### config.mk
export PLATFORM = sky130hd
export DESIGN_NAME = ov7670_stream_gen_flat
export DESIGN_NICKNAME = d
export VERILOG_FILES = /design/src/rtl/ov7670_stream_gen_if.sv /design/src/rtl/ov7670_stream_gen.sv /design/src/flat_wrapper.sv
export SDC_FILE = /design/constraint.sdc
export NUM_CORES = 1
export LEC_CHECK = 0
export ABC_AREA = 1
export BUFFER_PORTS_ARGS = -buffer_cell sky130_fd_sc_hd__clkbuf_2
export CAP_MARGIN = 15
export CORE_UTILIZATION = 41
export CTS_CLUSTER_SIZE = 30
export DETAILED_ROUTE_END_ITERATION = 16
export HOLD_SLACK_MARGIN = 0.06
export PLACE_DENSITY = 0.65
export SYNTH_ARGS = -nofsm -noshare
export SYNTH_HDL_FRONTEND = slang
export SYNTH_SLANG_ARGS = --single-unit
### constraint.sdc
create_clock -name clock -period 2.9 [get_ports clock]
set_input_delay 0.29 -clock clock [delete_from_list [all_inputs] [get_ports clock]]
set_output_delay 0.29 -clock clock [all_outputs]
set_load 0.005 [all_outputs]
### src/rtl/ov7670_stream_gen_if.sv
// OV7670-style camera stream bus: byte-wide video output plus
// the pixel request/return path used by the external pattern source.
interface ov7670_stream_gen_if;
    logic        pclock;
    logic        href;
    logic        vsync_cam;
    logic [7:0]  data;
    logic        pix_req;
    logic [7:0]  pix_x;
    logic [7:0]  pix_y;
    logic [11:0] pix_in;
    logic        frame_done;

    modport master (
        output pclock, href, vsync_cam, data,
        output pix_req, pix_x, pix_y, frame_done,
        input  pix_in
    );

    modport slave (
        input  pclock, href, vsync_cam, data,
        input  pix_req, pix_x, pix_y, frame_done,
        output pix_in
    );
endinterface

### src/rtl/ov7670_stream_gen.sv
// Emulated OV7670 camera: RGB444 frames on a byte bus with Href/Vsync
// timing, built-in test patterns or externally supplied pixels.
module ov7670_stream_gen #(
    parameter int H_ACTIVE = 176,
    parameter int V_ACTIVE = 144,
    parameter int H_BLANK  = 48,
    parameter int VS_LINES = 3,
    parameter int V_BP     = 2,
    parameter int V_FP     = 2
) (
    input  logic                clock,
    input  logic                reset,
    input  logic                enable,
    input  logic [1:0]          mode,
    ov7670_stream_gen_if.master cam
);
    localparam int LINE  = 2 * H_ACTIVE + H_BLANK;
    localparam int HW    = $clog2(LINE);
    localparam int VMAX  = V_ACTIVE + VS_LINES + V_BP + V_FP;
    localparam int LW    = $clog2(VMAX + 1);
    localparam int BAR_W = (H_ACTIVE / 8 > 0) ? H_ACTIVE / 8 : 1;

    localparam logic [HW-1:0] H_LAST  = HW'(LINE - 1);
    localparam logic [HW-1:0] H_ACT2  = HW'(2 * H_ACTIVE);
    localparam logic [HW-1:0] H_LASTB = HW'(2 * H_ACTIVE - 1);
    localparam logic [LW-1:0] VS_LAST = LW'(VS_LINES - 1);
    localparam logic [LW-1:0] BP_LAST = LW'(V_BP - 1);
    localparam logic [LW-1:0] VA_LAST = LW'(V_ACTIVE - 1);
    localparam logic [LW-1:0] FP_LAST = LW'(V_FP - 1);
    localparam logic [7:0]    Y_LAST  = 8'(V_ACTIVE - 1);
    localparam logic [7:0]    BAR_W8  = 8'(BAR_W);

    typedef enum logic [2:0] {
        IDLE, VSYNC, VBACK, ACTIVE, VFRONT
    } state_t;

    state_t        state_q, state_n;
    logic [HW-1:0] hcnt_q, hcnt_n;
    logic [LW-1:0] lcnt_q, lcnt_n;
    logic          pclk_q;
    logic [1:0]    mode_q;
    logic [7:0]    pix_x_q, pix_y_q;
    logic [11:0]   pix_q;
    logic          done_q;

    logic          line_end, load_mode, frame_end;
    logic          nxt_act, nxt_first, nxt_second, nxt_blank0;
    logic [7:0]    bar;
    logic [11:0]   bar_rgb, colour;

    // Pclock high means the coming edge is an update edge.
    wire upd = pclk_q;

    // Frame sequencing: line/slot counters and state transitions.
    always_comb begin
        state_n   = state_q;
        hcnt_n    = hcnt_q;
        lcnt_n    = lcnt_q;
        load_mode = 1'b0;
        frame_end = 1'b0;
        line_end  = (hcnt_q == H_LAST);
        if (state_q == IDLE) begin
            if (enable) begin
                state_n   = VSYNC;
                hcnt_n    = '0;
                lcnt_n    = '0;
                load_mode = 1'b1;
            end
        end else begin
            hcnt_n = line_end ? '0 : hcnt_q + 1'b1;
            if (line_end) begin
                lcnt_n = lcnt_q + 1'b1;
                case (state_q)
                    VSYNC:
                        if (lcnt_q == VS_LAST) begin
                            state_n = VBACK;
                            lcnt_n  = '0;
                        end
                    VBACK:
                        if (lcnt_q == BP_LAST) begin
                            state_n = ACTIVE;
                            lcnt_n  = '0;
                        end
                    ACTIVE:
                        if (lcnt_q == VA_LAST) begin
                            state_n = VFRONT;
                            lcnt_n  = '0;
                        end
                    VFRONT:
                        if (lcnt_q == FP_LAST) begin
                            lcnt_n    = '0;
                            frame_end = 1'b1;
                            load_mode = enable;
                            state_n   = enable ? VSYNC : IDLE;
                        end
                    default: ;
                endcase
            end
        end
    end

    // Classify the slot that the next update edge will enter.
    always_comb begin
        nxt_act    = (state_n == ACTIVE);
        nxt_first  = nxt_act && (hcnt_n < H_ACT2) && !hcnt_n[0];
        nxt_second = nxt_act && (hcnt_n < H_ACT2) && hcnt_n[0];
        nxt_blank0 = nxt_act && (hcnt_n == H_ACT2);
    end

    // Pattern colour for the pixel at (pix_x, pix_y).
    always_comb begin
        bar = pix_x_q / BAR_W8;
        if (bar > 8'd7) begin
            bar = 8'd7;
        end
        case (bar[2:0])
            3'd0:    bar_rgb = 12'hFFF;
            3'd1:    bar_rgb = 12'hFF0;
            3'd2:    bar_rgb = 12'h0FF;
            3'd3:    bar_rgb = 12'h0F0;
            3'd4:    bar_rgb = 12'hF0F;
            3'd5:    bar_rgb = 12'hF00;
            3'd6:    bar_rgb = 12'h00F;
            default: bar_rgb = 12'h000;
        endcase
        case (mode_q)
            2'd0:    colour = bar_rgb;
            2'd1:    colour = {pix_x_q[7:4], pix_y_q[7:4], pix_x_q[3:0]};
            2'd2:    colour = (pix_x_q[4] ^ pix_y_q[4]) ? 12'hFFF : 12'h000;
            default: colour = cam.pix_in;
        endcase
    end

    // State, timing and pixel registers; everything but Pclock and
    // Frame_done moves only on update edges.
    always_ff @(posedge clock) begin
        if (reset) begin
            state_q <= IDLE;
            hcnt_q  <= '0;
            lcnt_q  <= '0;
            pclk_q  <= 1'b0;
            mode_q  <= 2'd0;
            pix_x_q <= 8'd0;
            pix_y_q <= 8'd0;
            pix_q   <= 12'd0;
            done_q  <= 1'b0;
        end else begin
            pclk_q <= ~pclk_q;
            done_q <= upd && frame_end;
            if (upd) begin
                state_q <= state_n;
                hcnt_q  <= hcnt_n;
                lcnt_q  <= lcnt_n;
                if (load_mode) begin
                    mode_q <= mode;
                end
                if (nxt_first) begin
                    pix_q <= colour;
                end
                if (!nxt_act) begin
                    pix_x_q <= 8'd0;
                    pix_y_q <= 8'd0;
                end else if (nxt_second && hcnt_n != H_LASTB) begin
                    pix_x_q <= pix_x_q + 8'd1;
                end else if (nxt_blank0) begin
                    pix_x_q <= 8'd0;
                    pix_y_q <= (pix_y_q == Y_LAST) ? 8'd0 : pix_y_q + 8'd1;
                end
            end
        end
    end

    assign cam.pclock     = pclk_q;
    assign cam.href       = (state_q == ACTIVE) && (hcnt_q < H_ACT2);
    assign cam.vsync_cam  = (state_q == VSYNC);
    assign cam.data       = !cam.href ? 8'h00 :
                            hcnt_q[0] ? pix_q[7:0] : {4'b0000, pix_q[11:8]};
    assign cam.pix_req    = upd && nxt_first && (mode_q == 2'd3);
    assign cam.pix_x      = pix_x_q;
    assign cam.pix_y      = pix_y_q;
    assign cam.frame_done = done_q;
endmodule

### src/flat_wrapper.sv
// flat-port wrapper written by rule: the top's interface ports become plain ports
module ov7670_stream_gen_flat 
#(
    parameter int H_ACTIVE = 176,
    parameter int V_ACTIVE = 144,
    parameter int H_BLANK  = 48,
    parameter int VS_LINES = 3,
    parameter int V_BP     = 2,
    parameter int V_FP     = 2
)
  (clock, reset, enable, mode, cam_pclock, cam_href, cam_vsync_cam, cam_data, cam_pix_req, cam_pix_x, cam_pix_y, cam_frame_done, cam_pix_in);
  ov7670_stream_gen_if cam_i ();
  input  logic clock;
  input  logic reset;
  input  logic enable;
  input  logic [1:0] mode;
  output wire logic [$bits(cam_i.pclock)-1:0] cam_pclock;
  output wire logic [$bits(cam_i.href)-1:0] cam_href;
  output wire logic [$bits(cam_i.vsync_cam)-1:0] cam_vsync_cam;
  output wire logic [$bits(cam_i.data)-1:0] cam_data;
  output wire logic [$bits(cam_i.pix_req)-1:0] cam_pix_req;
  output wire logic [$bits(cam_i.pix_x)-1:0] cam_pix_x;
  output wire logic [$bits(cam_i.pix_y)-1:0] cam_pix_y;
  output wire logic [$bits(cam_i.frame_done)-1:0] cam_frame_done;
  input wire logic [$bits(cam_i.pix_in)-1:0] cam_pix_in;
  assign cam_pclock = cam_i.pclock;
  assign cam_href = cam_i.href;
  assign cam_vsync_cam = cam_i.vsync_cam;
  assign cam_data = cam_i.data;
  assign cam_pix_req = cam_i.pix_req;
  assign cam_pix_x = cam_i.pix_x;
  assign cam_pix_y = cam_i.pix_y;
  assign cam_frame_done = cam_i.frame_done;
  assign cam_i.pix_in = cam_pix_in;
  ov7670_stream_gen #(.H_ACTIVE(H_ACTIVE), .V_ACTIVE(V_ACTIVE), .H_BLANK(H_BLANK), .VS_LINES(VS_LINES), .V_BP(V_BP), .V_FP(V_FP)) u_core (.clock(clock), .reset(reset), .enable(enable), .mode(mode), .cam(cam_i));
endmodule
==> results.cfg <==
[timing]
setup_viol = 0
worst_clock_skew_ns = 0.00776
final.min_clock_period_ns = 2.68
fmax_mhz = 372
slew_viol_final = 0
worst_pin_slew_ns = 0.474
relSlewSlack = 0.683
finalHoldViolCount = 0
rsz0062_at_grt = false
post-route-period-util = 0.926
final.setup.tns_ns = 0

[floorplanning]
die_x_um = 96.0
die_h_um = 96.0
fp.coreArea_um2 = 8380
rows = 33
ios = 46
start_util = 0.433
dieArea_um2 = 9220

[final_layout]
num-nets-final = 652
drive_above_1_share = 0.154
layout_common_cells = 129 x nand2_1, 77 x inv_1, 69 x nor2_1
diodes = 0
layout_commonest_cell = nand2_1
syn2layout_area_growth_pct = 12.8

[synthesis]
ys_ff_latch = 52
yosysSeqAreaShare = 0.287
synth_area_um2 = 3630
syn_nets = 604
synth_edf_count = 0
synthCells = 579
ys_warn_count = 0
async_reset_ff_frac = 0
synth_area_per_cell_um2 = 6.26
ys.flop_type = dfxtp_1
ys_types = 42

[pwr]
finalPower_w = 0.00138
seqPwrFrac = 0.540
p_int_w = 0.000982
power.switching_w = 0.000399
p_comb_frac = 0.142
swShare = 0.289
ir_worst_vdd_mv = 0.211
p_leak_nw = 1.78
power_density_nw_per_um2 = 338
clockPowerShare = 0.319

[worst_setup_path]
rr_endpoint = u_core.pix_q[9]
cp_max_fo = 14
worstSetupPathType = reg2out
cp-end-kind = primary output
critPathLaunchType = flop
worstRegToRegCells = 14
reg2reg_from = u_core.hcnt_q[1]
crit_required_ns = 2.61
r2r_setup_slack_ns = 0.43
cp.arrival_ns = 2.39

[drt]
wl_um = 9490
detail_route.first_pass.iterations = 4
ant_nets = 0
wire_per_inst_um = 12.9
drt-initial-drc-count = 176
vias = 3784
detail_route.vias_per_cell = 5.16
drc_errors = 0

[global_routing]
gr-total-overflow = 0
met1_usage = 0.304
busiest_layer = met2
grt_pass1_wl_um = 15600
antenna_found_initial = 0
grt_max_degree = 33
grt_use_met2 = 0.346
grt_use_total = 0.219
grt_util_met3 = 0.0316
grt_pass1_vias = 3328

[flow_run]
cap_violations = 0

[clocking]
max-clock-path-buffers = 2
clock_latency_ns = 0.31
cts_root_buf = clkbuf_8
htree_num_levels = 2
cts_made_buffers = 5
clock-sinks = 52
cts_tree = yes
cts_hold_buf = 0
cts.clk_slew.worst_paths_ns = 0.10

[worst_hold_path]
holdPathEnd = u_core.mode_q[0]
min_path_cells = 3
holdCritPathClass = in2reg
worstHoldStart = mode[0]

[status]
status = completed

[placement]
portBuffers = 45
hpwl_um = 7280
globalplace.congestion = 0.935
## power groups by stage
stage | Clock [W] | Combinational [W] | Sequential (W)
after CTS | 0.000451 | 0.000193 | 0.000745
after global routing | 0.000479 | 0.000221 | 0.000748
final | 0.000440 | 0.000196 | 0.000745
after floorplan | 0 | 0.000131 | 0.000758
after global placement | 0 | 0.000189 | 0.000762
after detailed placement | 0 | 0.000192 | 0.000762
## cells by family (layout without fill, tap and decap cells)
family / count (synthesis) / after routing / share of synthesized area
compound gates: 102 / 102 / 0.154
xor+xnor: 11 / 11 / 0.0266
fa+ha+maj: 8 / 8 / 0.0276
buf+inv: 104 / 151 / 0.118
flops: 52 / 52 / 0.287
simple gates: 302 / 304 / 0.386
## final cells by class
class                   instances  area, µm²
fillers                       871       4290
flip-flops and latches         52       1040
inverters                      89        339
repair buffers                 54        293
well taps                     105        131
clock inverters                 1       7.51
multi-input cells             425       2190
clock buffers                   7       86.3
## synth_stat cells (5+ instances only)
cell,instances,share of area
a21oi_1,37,0.051
clkbuf_1,7,0.0072
dfxtp_1,52,0.29
ha_1,8,0.028
inv_1,77,0.080
inv_2,8,0.0083
nand2_1,129,0.13
nand3_1,43,0.059
nand4_1,13,0.022
nor2_1,70,0.072
nor3_1,21,0.029
o21ai_0,41,0.057
o21ai_1,5,0.0069
o22ai_1,6,0.010
xor2_1,10,0.024
## worst max path at each step
stage,startpoint,slack [ns],end,cells after the start
floorplan,u_core.hcnt_q[0],0.66,cam_pix_req,12
global placement,u_core.hcnt_q[1],0.51,cam_pix_req,12
detailed placement,u_core.hcnt_q[1],0.45,cam_pix_req,12
CTS,u_core.hcnt_q[1],0.09,cam_pix_req,12
global route,u_core.hcnt_q[1],0.007,cam_pix_req,12
finish,u_core.hcnt_q[1],0.22,cam_pix_req,12
## repair_timing
| action | CTS | global route |
|---|---|---|
| hold endpoints to repair | 0 | 0 |
| setup buffers | 0 | 6 |
| resized for setup | 0 | 2 |
| setup endpoints to repair | 0 | 1 |
## critical path, cell delays in order, from the launching register on
cell	delay, ns
dfxtp_1	0.36
ha_1	0.21
nand3_2	0.13
inv_2	0.10
nand4_1	0.13
o21ai_0	0.19
nand2_1	0.10
nor2_2	0.16
nand3_4	0.15
nor2_8	0.20
nand2_8	0.11
nor2_1	0.11
clkbuf_2	0.12
## flip-flops by register name (all words and copies together) (netlist names)
name and count:
u_core.hcnt_q 9, u_core.lcnt_q 8, u_core.cam.pix_y 8, u_core.cam.pix_x 8, u_core.cam.frame_done 1, u_core.state_q 3
u_core.mode_q 2, u_core.pix_q 12, u_core.cam.pclock 1
## metrics by stage
step / utilization / std cells / instance area, µm² / hold WS, ns / setup WS [ns]
after floorplan: - / 579 / 3630 / 0.430 / 0.661
after global placement: 0.467 / 717 / 3920 / 0.461 / 0.514
after detailed placement: 0.467 / 717 / 3920 / 0.455 / 0.447
after CTS: 0.478 / 725 / 4010 / 0.276 / 0.0896
after global routing: 0.488 / 733 / 4090 / 0.292 / 0.00697
final: 0.488 / 733 / 4090 / 0.285 / 0.215
## layer usage
layer,share of wire,up-vias
li1,-,1974
met1,0.48,1696
met2,0.45,103
met3,0.049,11
met4,0.017,0
met5,0,-
(Power assumes the default switching activity.)
